===== src/rtl/cellrv32_npu_package.sv =====
// Shared NPU types: instruction layout, opcode map, opcode classes, activation functions
// and the decoder state type.
package cellrv32_npu_package;

    localparam logic [7:0] OP_NOP         = 8'h00;
    localparam logic [7:0] OP_SYNC        = 8'h01;
    localparam logic [7:0] OP_LOAD_WEIGHT = 8'h08;
    localparam logic [7:0] OP_MATMUL      = 8'h20;
    localparam logic [3:0] OP_ACTIVATE_HI = 4'h4;
    localparam logic [3:0] ACT_FUNC_MAX   = 4'd10;

    typedef struct packed {
        logic [7:0]  opcode;
        logic [31:0] calc_len;
        logic [15:0] acc_addr;
        logic [23:0] buff_addr;
    } instruction_t;

    typedef struct packed {
        logic [31:0] calc_len;
        logic [39:0] weight_addr;
    } weight_instruction_t;

    typedef enum logic [3:0] {
        ACT_NONE     = 4'd0,
        ACT_RELU     = 4'd1,
        ACT_RELU6    = 4'd2,
        ACT_CRELU    = 4'd3,
        ACT_ELU      = 4'd4,
        ACT_SELU     = 4'd5,
        ACT_SOFTPLUS = 4'd6,
        ACT_SOFTSIGN = 4'd7,
        ACT_DROPOUT  = 4'd8,
        ACT_SIGMOID  = 4'd9,
        ACT_TANH     = 4'd10
    } activation_type_t;

    typedef enum logic [2:0] {
        CLS_NOP,
        CLS_SYNC,
        CLS_WEIGHT,
        CLS_MATMUL,
        CLS_ACT,
        CLS_ILLEGAL
    } op_class_t;

    typedef enum logic [2:0] {
        ST_IDLE,
        ST_WEIGHT,
        ST_MATMUL,
        ST_ACT,
        ST_SYNC
    } state_t;

    // Weight memory is addressed by the buffer and accumulator fields joined into one 40-bit word.
    function automatic weight_instruction_t to_weight_instruction(input instruction_t ins);
        weight_instruction_t w;
        w.calc_len    = ins.calc_len;
        w.weight_addr = {ins.buff_addr, ins.acc_addr};
        return w;
    endfunction

    function automatic op_class_t decode_class(input logic [7:0] opcode);
        op_class_t cls;
        cls = CLS_ILLEGAL;
        case (opcode)
            OP_NOP:         cls = CLS_NOP;
            OP_SYNC:        cls = CLS_SYNC;
            OP_LOAD_WEIGHT: cls = CLS_WEIGHT;
            OP_MATMUL:      cls = CLS_MATMUL;
            default: begin
                if (opcode[7:4] == OP_ACTIVATE_HI && opcode[3:0] <= ACT_FUNC_MAX)
                    cls = CLS_ACT;
            end
        endcase
        return cls;
    endfunction

endpackage


===== src/rtl/cellrv32_npu_instr_decoder_if.sv =====
// Instruction, beat-stream and status signals of the NPU instruction decoder.
interface cellrv32_npu_instr_decoder_if;
    import cellrv32_npu_package::*;

    logic             instr_valid_i;
    logic             instr_ready_o;
    instruction_t     instr_i;

    logic             wei_valid_o;
    logic             wei_ready_i;
    logic [39:0]      wei_addr_o;

    logic             mm_valid_o;
    logic             mm_ready_i;
    logic [23:0]      mm_buff_addr_o;
    logic [15:0]      mm_acc_addr_o;
    logic             mm_first_o;

    logic             act_valid_o;
    logic             act_ready_i;
    logic [15:0]      act_acc_addr_o;
    logic [23:0]      act_buff_addr_o;
    activation_type_t act_func_o;

    logic             units_idle_i;
    logic             busy_o;
    logic             illegal_o;
    logic             illegal_clr_i;

    modport slave (
        input  instr_valid_i, instr_i, wei_ready_i, mm_ready_i, act_ready_i,
               units_idle_i, illegal_clr_i,
        output instr_ready_o, wei_valid_o, wei_addr_o,
               mm_valid_o, mm_buff_addr_o, mm_acc_addr_o, mm_first_o,
               act_valid_o, act_acc_addr_o, act_buff_addr_o, act_func_o,
               busy_o, illegal_o
    );

    modport master (
        output instr_valid_i, instr_i, wei_ready_i, mm_ready_i, act_ready_i,
               units_idle_i, illegal_clr_i,
        input  instr_ready_o, wei_valid_o, wei_addr_o,
               mm_valid_o, mm_buff_addr_o, mm_acc_addr_o, mm_first_o,
               act_valid_o, act_acc_addr_o, act_buff_addr_o, act_func_o,
               busy_o, illegal_o
    );

endinterface


===== src/rtl/cellrv32_npu_beat_counter.sv =====
// Beat sequencer: holds the base address and a remaining-beat down-counter; the address steps
// either as one 40-bit word or as independent 24-bit buffer / 16-bit accumulator fields.
module cellrv32_npu_beat_counter (
    input  logic        clk_i,
    input  logic        rst_i,
    input  logic        load,
    input  logic        split,
    input  logic [39:0] base,
    input  logic [31:0] len,
    input  logic        advance,
    output logic [39:0] addr,
    output logic        first,
    output logic        last
);

    logic [31:0] remaining;
    logic        split_q;

    always_ff @(posedge clk_i or posedge rst_i) begin
        if (rst_i) begin
            addr      <= '0;
            remaining <= '0;
            first     <= 1'b0;
            split_q   <= 1'b0;
        end else if (load) begin
            addr      <= base;
            remaining <= len;
            first     <= 1'b1;
            split_q   <= split;
        end else if (advance && remaining != 32'd0) begin
            remaining <= remaining - 32'd1;
            first     <= 1'b0;
            addr      <= split_q ? {addr[39:16] + 24'd1, addr[15:0] + 16'd1} : addr + 40'd1;
        end
    end

    assign last = (remaining == 32'd1);

endmodule


===== src/rtl/cellrv32_npu_instr_decoder.sv =====
// NPU instruction decoder: turns packed instructions into weight/matmul/activation beat streams.
// Defining CELLRV32_NPU_DECODER_SKID_EN adds a one-entry holding register for zero-bubble issue.
module cellrv32_npu_instr_decoder
    import cellrv32_npu_package::*;
(
    input  logic clk_i,
    input  logic rst_i,
    cellrv32_npu_instr_decoder_if.slave bus
);
    // state  | meaning
    // IDLE   | waiting for an instruction
    // WEIGHT | issuing weight-load beats
    // MATMUL | issuing matrix-multiply beats
    // ACT    | issuing activation beats
    // SYNC   | waiting for downstream units to drain

    state_t              state;
    logic                wei_valid;
    logic                mm_valid;
    logic                act_valid;
    logic                illegal;
    activation_type_t    act_func;
    logic                held;
    instruction_t        held_instr;

    logic                instr_fire;
    logic                beat_fire;
    logic                finishing;
    logic                start;
    instruction_t        start_instr;
    op_class_t           start_cls;
    weight_instruction_t winstr;
    logic                has_beats;
    logic                cnt_load;
    logic                cnt_split;
    logic                cnt_first;
    logic                cnt_last;
    logic [39:0]         cnt_base;
    logic [39:0]         cnt_addr;
    logic [31:0]         cnt_len;

    assign instr_fire = bus.instr_valid_i & bus.instr_ready_o;
    assign beat_fire  = (wei_valid & bus.wei_ready_i) | (mm_valid & bus.mm_ready_i)
                      | (act_valid & bus.act_ready_i);
    assign finishing  = (beat_fire & cnt_last) | ((state == ST_SYNC) & bus.units_idle_i);

    // A new instruction starts from IDLE, or back-to-back as the current one finishes.
    assign start       = (instr_fire & ((state == ST_IDLE) | finishing)) | (finishing & held);
    assign start_instr = held ? held_instr : bus.instr_i;
    assign start_cls   = decode_class(start_instr.opcode);
    assign winstr      = to_weight_instruction(start_instr);
    assign has_beats   = (start_instr.calc_len != 32'd0);
    assign cnt_load    = start & has_beats & (start_cls inside {CLS_WEIGHT, CLS_MATMUL, CLS_ACT});
    assign cnt_split   = (start_cls != CLS_WEIGHT);
    assign cnt_base    = cnt_split ? {start_instr.buff_addr, start_instr.acc_addr} : winstr.weight_addr;
    assign cnt_len     = cnt_split ? start_instr.calc_len : winstr.calc_len;

`ifdef CELLRV32_NPU_DECODER_SKID_EN
    logic hold_load;

    assign hold_load         = instr_fire & (state != ST_IDLE) & ~finishing;
    assign bus.instr_ready_o = ~held;

    always_ff @(posedge clk_i or posedge rst_i) begin
        if (rst_i) begin
            held       <= 1'b0;
            held_instr <= '0;
        end else if (hold_load) begin
            held       <= 1'b1;
            held_instr <= bus.instr_i;
        end else if (start & held) begin
            held       <= 1'b0;
        end
    end
`else
    assign held              = 1'b0;
    assign held_instr        = '0;
    assign bus.instr_ready_o = (state == ST_IDLE);
`endif

    always_ff @(posedge clk_i or posedge rst_i) begin
        if (rst_i) begin
            state     <= ST_IDLE;
            wei_valid <= 1'b0;
            mm_valid  <= 1'b0;
            act_valid <= 1'b0;
            act_func  <= ACT_NONE;
            illegal   <= 1'b0;
        end else begin
            if (start) begin
                wei_valid <= cnt_load & (start_cls == CLS_WEIGHT);
                mm_valid  <= cnt_load & (start_cls == CLS_MATMUL);
                act_valid <= cnt_load & (start_cls == CLS_ACT);
                case (start_cls)
                    CLS_WEIGHT: state <= has_beats ? ST_WEIGHT : ST_IDLE;
                    CLS_MATMUL: state <= has_beats ? ST_MATMUL : ST_IDLE;
                    CLS_ACT: begin
                        state    <= has_beats ? ST_ACT : ST_IDLE;
                        act_func <= activation_type_t'(start_instr.opcode[3:0]);
                    end
                    CLS_SYNC:   state <= ST_SYNC;
                    default:    state <= ST_IDLE;
                endcase
            end else if (finishing) begin
                state     <= ST_IDLE;
                wei_valid <= 1'b0;
                mm_valid  <= 1'b0;
                act_valid <= 1'b0;
            end

            if (start & (start_cls == CLS_ILLEGAL))
                illegal <= 1'b1;
            else if (bus.illegal_clr_i)
                illegal <= 1'b0;
        end
    end

    cellrv32_npu_beat_counter u_beat_counter (
        .clk_i   (clk_i),
        .rst_i   (rst_i),
        .load    (cnt_load),
        .split   (cnt_split),
        .base    (cnt_base),
        .len     (cnt_len),
        .advance (beat_fire),
        .addr    (cnt_addr),
        .first   (cnt_first),
        .last    (cnt_last)
    );

    assign bus.wei_valid_o     = wei_valid;
    assign bus.wei_addr_o      = cnt_addr;
    assign bus.mm_valid_o      = mm_valid;
    assign bus.mm_buff_addr_o  = cnt_addr[39:16];
    assign bus.mm_acc_addr_o   = cnt_addr[15:0];
    assign bus.mm_first_o      = cnt_first;
    assign bus.act_valid_o     = act_valid;
    assign bus.act_buff_addr_o = cnt_addr[39:16];
    assign bus.act_acc_addr_o  = cnt_addr[15:0];
    assign bus.act_func_o      = act_func;
    assign bus.busy_o          = (state != ST_IDLE) | held;
    assign bus.illegal_o       = illegal;

endmodule


===== src/flat_wrapper.sv =====
// flat-port wrapper written by rule: the top's interface ports become plain ports
module cellrv32_npu_instr_decoder_flat import cellrv32_npu_package::*;
  (clk_i, rst_i, bus_instr_valid_i, bus_instr_i, bus_wei_ready_i, bus_mm_ready_i, bus_act_ready_i, bus_units_idle_i, bus_illegal_clr_i, bus_instr_ready_o, bus_wei_valid_o, bus_wei_addr_o, bus_mm_valid_o, bus_mm_buff_addr_o, bus_mm_acc_addr_o, bus_mm_first_o, bus_act_valid_o, bus_act_acc_addr_o, bus_act_buff_addr_o, bus_act_func_o, bus_busy_o, bus_illegal_o);
  cellrv32_npu_instr_decoder_if bus_i ();
  input  logic clk_i;
  input  logic rst_i;
  input wire logic [$bits(bus_i.instr_valid_i)-1:0] bus_instr_valid_i;
  input wire logic [$bits(bus_i.instr_i)-1:0] bus_instr_i;
  input wire logic [$bits(bus_i.wei_ready_i)-1:0] bus_wei_ready_i;
  input wire logic [$bits(bus_i.mm_ready_i)-1:0] bus_mm_ready_i;
  input wire logic [$bits(bus_i.act_ready_i)-1:0] bus_act_ready_i;
  input wire logic [$bits(bus_i.units_idle_i)-1:0] bus_units_idle_i;
  input wire logic [$bits(bus_i.illegal_clr_i)-1:0] bus_illegal_clr_i;
  output wire logic [$bits(bus_i.instr_ready_o)-1:0] bus_instr_ready_o;
  output wire logic [$bits(bus_i.wei_valid_o)-1:0] bus_wei_valid_o;
  output wire logic [$bits(bus_i.wei_addr_o)-1:0] bus_wei_addr_o;
  output wire logic [$bits(bus_i.mm_valid_o)-1:0] bus_mm_valid_o;
  output wire logic [$bits(bus_i.mm_buff_addr_o)-1:0] bus_mm_buff_addr_o;
  output wire logic [$bits(bus_i.mm_acc_addr_o)-1:0] bus_mm_acc_addr_o;
  output wire logic [$bits(bus_i.mm_first_o)-1:0] bus_mm_first_o;
  output wire logic [$bits(bus_i.act_valid_o)-1:0] bus_act_valid_o;
  output wire logic [$bits(bus_i.act_acc_addr_o)-1:0] bus_act_acc_addr_o;
  output wire logic [$bits(bus_i.act_buff_addr_o)-1:0] bus_act_buff_addr_o;
  output wire logic [$bits(bus_i.act_func_o)-1:0] bus_act_func_o;
  output wire logic [$bits(bus_i.busy_o)-1:0] bus_busy_o;
  output wire logic [$bits(bus_i.illegal_o)-1:0] bus_illegal_o;
  assign bus_i.instr_valid_i = bus_instr_valid_i;
  assign bus_i.instr_i = bus_instr_i;
  assign bus_i.wei_ready_i = bus_wei_ready_i;
  assign bus_i.mm_ready_i = bus_mm_ready_i;
  assign bus_i.act_ready_i = bus_act_ready_i;
  assign bus_i.units_idle_i = bus_units_idle_i;
  assign bus_i.illegal_clr_i = bus_illegal_clr_i;
  assign bus_instr_ready_o = bus_i.instr_ready_o;
  assign bus_wei_valid_o = bus_i.wei_valid_o;
  assign bus_wei_addr_o = bus_i.wei_addr_o;
  assign bus_mm_valid_o = bus_i.mm_valid_o;
  assign bus_mm_buff_addr_o = bus_i.mm_buff_addr_o;
  assign bus_mm_acc_addr_o = bus_i.mm_acc_addr_o;
  assign bus_mm_first_o = bus_i.mm_first_o;
  assign bus_act_valid_o = bus_i.act_valid_o;
  assign bus_act_acc_addr_o = bus_i.act_acc_addr_o;
  assign bus_act_buff_addr_o = bus_i.act_buff_addr_o;
  assign bus_act_func_o = bus_i.act_func_o;
  assign bus_busy_o = bus_i.busy_o;
  assign bus_illegal_o = bus_i.illegal_o;
  cellrv32_npu_instr_decoder u_core (.clk_i(clk_i), .rst_i(rst_i), .bus(bus_i));
endmodule

===== config.mk =====
export PLATFORM = sky130hd
export DESIGN_NAME = cellrv32_npu_instr_decoder_flat
export DESIGN_NICKNAME = d
export VERILOG_FILES = /design/src/rtl/cellrv32_npu_package.sv /design/src/rtl/cellrv32_npu_instr_decoder_if.sv /design/src/rtl/cellrv32_npu_beat_counter.sv /design/src/rtl/cellrv32_npu_instr_decoder.sv /design/src/flat_wrapper.sv
export SDC_FILE = /design/constraint.sdc
export NUM_CORES = 1
export LEC_CHECK = 0
export BUFFER_PORTS_ARGS = -buffer_cell sky130_fd_sc_hd__buf_4
export CAP_MARGIN = 20
export CORE_MARGIN = 5
export CORE_UTILIZATION = 45
export CTS_CLUSTER_DIAMETER = 80
export DETAILED_ROUTE_END_ITERATION = 16
export PLACE_DENSITY = 0.78
export REMOVE_ABC_BUFFERS = 1
export SLEW_MARGIN = 20
export SYNTH_ARGS = -nofsm -noshare
export SYNTH_HDL_FRONTEND = slang
export SYNTH_HIERARCHICAL = 1
export SYNTH_SLANG_ARGS = --single-unit

===== constraint.sdc =====
create_clock -name clk_i -period 2.3 [get_ports clk_i]
set_input_delay 0.345 -clock clk_i [delete_from_list [all_inputs] [get_ports clk_i]]
set_output_delay 0.345 -clock clk_i [all_outputs]
set_load 0.02 [all_outputs]

==> impl_results.md <==
- Status: completed
- Max-cap violation count: 0
- Synthesized area per cell: between 8 and 9 sq um
- Total inserted antenna cells: 0
- Area of the core region: 0.0121 sq mm
- Maximum clock frequency: between 400 and 500 MHz
- Site Rows: 40
- Number of optimization iterations in the first detailed-route pass: 5
- Antenna violations before repair: 0
- Reg power frac: 0.324
- Growth of design area from synthesis to finish: 39.7%
- Category of the most critical setup path: register to register
- Clock latency on the worst-skew pair: 0.34 ns
- Pint: approximately 4.6 mW
- # DRC: 0
- Worst IR Drop VDD: between 0.6 and 0.7 mV
- Path type of the worst min-delay path: input port to async pin
- Largest area contributor in the netlist: sky130_fd_sc_hd__dfrtp_1
- Post-detailed-route count of antenna-violating nets: 0
- Synthesized-area fraction occupied by adder cells: 0.0107
- Most frequent standard cell in the layout excluding fill and tap cells: sky130_fd_sc_hd__buf_4
- Setup repair after global routing missed its margin: yes
- Routed wirelength normalized by instance count: between 15 and 20 um
- Net switching power of the design: around 3.2 mW
- Final Slew Violations: 0
- Overall overflow remaining after global route: 0
- I/O pin count: around 220
- Total wire length after detailed routing: 16600 um
- Final clock skew: around 0.011 ns
- Top cells by area, synth: sky130_fd_sc_hd__dfrtp_1 (38%), sky130_fd_sc_hd__buf_4 (11%), sky130_fd_sc_hd__xor2_1 (5.2%)
- Worst Tran Pin Value: roughly 0.67 ns
- Final min period: 2.23 ns
- Leading cell types in the layout, fill and taps excluded: sky130_fd_sc_hd__buf_4 (285), sky130_fd_sc_hd__dfrtp_1 (80), sky130_fd_sc_hd__nand2_1 (71)
- PwrDens: roughly 1000 mW/mm^2
- Area of the multi-input gates: ~0.0029 sq mm
- Yosys warning total: 6
- Clock Power Share: 0.178
- Fraction of layout instances using a drive strength above 1: 0.435
- Via count normalized by instance count: ~5.4
- Die width: 122 um
- Largest net degree at the start of global routing: 40
- Critical path arrival: approximately 2.5 ns
- Launching element type of the critical path: register
- Synth Register Bits: 85
- Effective utilization at floorplan: 0.463
- Headroom to the max-slew limit: 0.553
- Vias in the first global route: roughly 5.5k
- Fraction of the yosys area taken by sequential cells: 0.379
- Post-detailed-placement half-perimeter wirelength: 12600 um
- Final Worst Setup Slack: between 0.07 and 0.08 ns
- Standby leakage power: 3.50 nW
- XOR/XNOR Fraction of Synth Area: 0.0813
- Filler cells: about 1.0k
- Count of vias placed by the detailed router: between 5k and 6k
- Clock tree from TritonCTS: yes
- Final Wtd Congestion: 0.884
- Number of different library cells in the post-synthesis netlist: 56
- Util after Layout: 0.646
- Tot GR Track Use: 0.218
- Mux cell area share after synthesis: 0.0315
- Top flip-flop cell by instance count after synthesis: sky130_fd_sc_hd__dfrtp_1
- Post-synth top area share: 0.379
- Number of nets in the layout: approximately 930
- Total of hold buffers inserted after clock tree synthesis: 0
- CTS buffer count: 9
- Count of mapped cells out of synthesis: 639
- Required time at the worst-slack endpoint: approximately 2.6 ns
- Final period utilization: 0.969
- Share of the synthesized area in compound gates (AO/OA/AOI/OAI): 0.114
- Main combinational cell family by area after synthesis: simple AND/OR/NAND/NOR gates
- Global-route wire length before repair: about 26000 um
- 1st-iter DRT viols: approximately 350
- Area of the die: around 0.015 sq mm
- Final Hold Vio Count: 0
- Clock Sinks: 85
- Count of final setup violators: 0
- Clock-pin slew of the registers on the worst-case setup and hold paths: 0.06 ns
- Buffer depth of the longest clock path: 2
- Vert. Die Dim: 122 um
- Level count of the clock H-tree: 3
- Logic pwr share: 0.498
- Sw Ratio: 0.413
- EDFF count, synth: 0
- Maximum fanout along the worst path: 6
- Area used by sequential logic in the layout: about 0.0021 sq mm
- Synth Area in Simple Gates: 0.244
- Cell area after technology mapping: between 0.005 and 0.006 sq mm
- Nature of the critical path endpoint: register
- Proportion of register bits with asynchronous set or reset after synthesis: 1.00
- # port buffers: 218
- Pre-CTS WS: -0.133 ns
- Root buffer selected by CTS: sky130_fd_sc_hd__clkbuf_16
==> timing repair <==
action                                  CTS  global route
endpoints found under the setup margin   30            50
pin swaps                                 0            15
cloned                                    0             2
gates resized for setup                   6            46
buffers inserted                          0             4
==> synthesized netlist by cell type (3+ instances only) <==
cell type and instances:
sky130_fd_sc_hd__dfrtp_1 85, sky130_fd_sc_hd__buf_4 80, sky130_fd_sc_hd__nand2_1 73, sky130_fd_sc_hd__o21ai_0 57, sky130_fd_sc_hd__nor2_1 33, sky130_fd_sc_hd__xor2_1 33
sky130_fd_sc_hd__nand3_1 28, sky130_fd_sc_hd__clkbuf_1 21, sky130_fd_sc_hd__nand4_1 19, sky130_fd_sc_hd__xnor2_1 19, sky130_fd_sc_hd__a31oi_1 16, sky130_fd_sc_hd__nor4_1 15
sky130_fd_sc_hd__nor3_1 14, sky130_fd_sc_hd__or3_1 14, sky130_fd_sc_hd__inv_1 13, sky130_fd_sc_hd__mux2_2 13, sky130_fd_sc_hd__and3_1 12, sky130_fd_sc_hd__and4_1 10
sky130_fd_sc_hd__and2_1 9, sky130_fd_sc_hd__o31ai_1 9, sky130_fd_sc_hd__or4_1 7, sky130_fd_sc_hd__buf_2 4, sky130_fd_sc_hd__ha_1 4, sky130_fd_sc_hd__a21oi_1 3
sky130_fd_sc_hd__mux2i_1 3, sky130_fd_sc_hd__nand4b_1 3, sky130_fd_sc_hd__o21ai_1 3
==> per-stage QoR <==
stage	total power [mW]	std cells	setup TNS (ns)	hold WS, ns	instance area [sq um]
global placement	6.12	985	-0.000138	0.377	7280
finish	7.85	1005	0	0.0307	7830
detailed placement	6.23	985	-1.53	0.401	7280
CTS	7.69	999	0	0.0372	7600
global route	8.33	1005	-0.0181	0.0749	7830
floorplan	4.27	530	-345.36	0.197	4880
==> critical path, cell delays in order, from the launching register on <==
cell                      delay (ns)
sky130_fd_sc_hd__dfrtp_1        0.39
sky130_fd_sc_hd__inv_2          0.08
sky130_fd_sc_hd__ha_4           0.13
sky130_fd_sc_hd__nor3b_4        0.29
sky130_fd_sc_hd__nand3_2        0.12
sky130_fd_sc_hd__or3_4          0.44
sky130_fd_sc_hd__buf_8          0.15
sky130_fd_sc_hd__nand4_1        0.14
sky130_fd_sc_hd__buf_6          0.15
sky130_fd_sc_hd__o21ai_0        0.09
sky130_fd_sc_hd__a31oi_1        0.16
==> sequential cells by signal, summed over array words and instances (netlist names) <==
signal and count:
u_core/bus.act_func_o 4, u_core/bus.act_valid_o 1, u_core/bus.illegal_o 1, u_core/bus.mm_valid_o 1, u_core/bus.wei_valid_o 1, u_core/state 3
u_core/u_beat_counter/addr 40, u_core/u_beat_counter/first 1, u_core/u_beat_counter/remaining 32, u_core/u_beat_counter/split_q 1
==> worst paths after layout <==
kind | cells after the start | from | to | slack, ns
max reg2reg | 10 | u_core/u_beat_counter/remaining[1] | u_core/u_beat_counter/addr[21] | 0.07
max | 10 | u_core/u_beat_counter/remaining[1] | u_core/u_beat_counter/addr[21] | 0.07
max in group asynchronous | 3 | rst_i | u_core/u_beat_counter/remaining[10] | 1.54
min in group clk_i | 3 | bus_instr_i[24] | u_core/u_beat_counter/addr[0] | 0.21
min reg2reg | 2 | u_core/u_beat_counter/first | u_core/u_beat_counter/first | 0.49
min | 2 | rst_i | u_core/bus.act_func_o[1] | 0.03
==> power groups by stage <==
| stage | Clock (mW) | Sequential [mW] | Combinational, mW |
|---|---|---|---|
| after detailed placement | 0 | 2.50 | 3.73 |
| final | 1.40 | 2.54 | 3.91 |
| after CTS | 1.44 | 2.49 | 3.76 |
| after floorplan | 0 | 3.37 | 0.894 |
| after global routing | 1.51 | 2.62 | 4.21 |
| after global placement | 0 | 2.45 | 3.67 |
==> routing by layer <==
metal / routed length [um] / track usage
met1: 6940 / 0.287
met2: 8140 / 0.360
met3: 1210 / 0.0455
met4: 306 / 0.0742
met5: 0 / 0
==> cell type report <==
type	count	area share
clock buffer	13	0.0358
clock inverter	1	0.000639
tap	168	0.0268
timing repair buffer	293	0.290
sequential	85	0.272
inverter	14	0.00687
multi-input combinational	431	0.367
==> logic make-up (layout without fill, tap and decap cells) <==
family,count (synthesis),in the layout
AOI/OAI and AO/OA,105,105
xor gates and xnor gates,52,52
adders and majority gates,5,5
buffers and inverters,123,321
DFF,85,85
muxes,16,16
and+or+nand+nor,253,253
No activity file was read; power rests on OpenSTA's default activity.
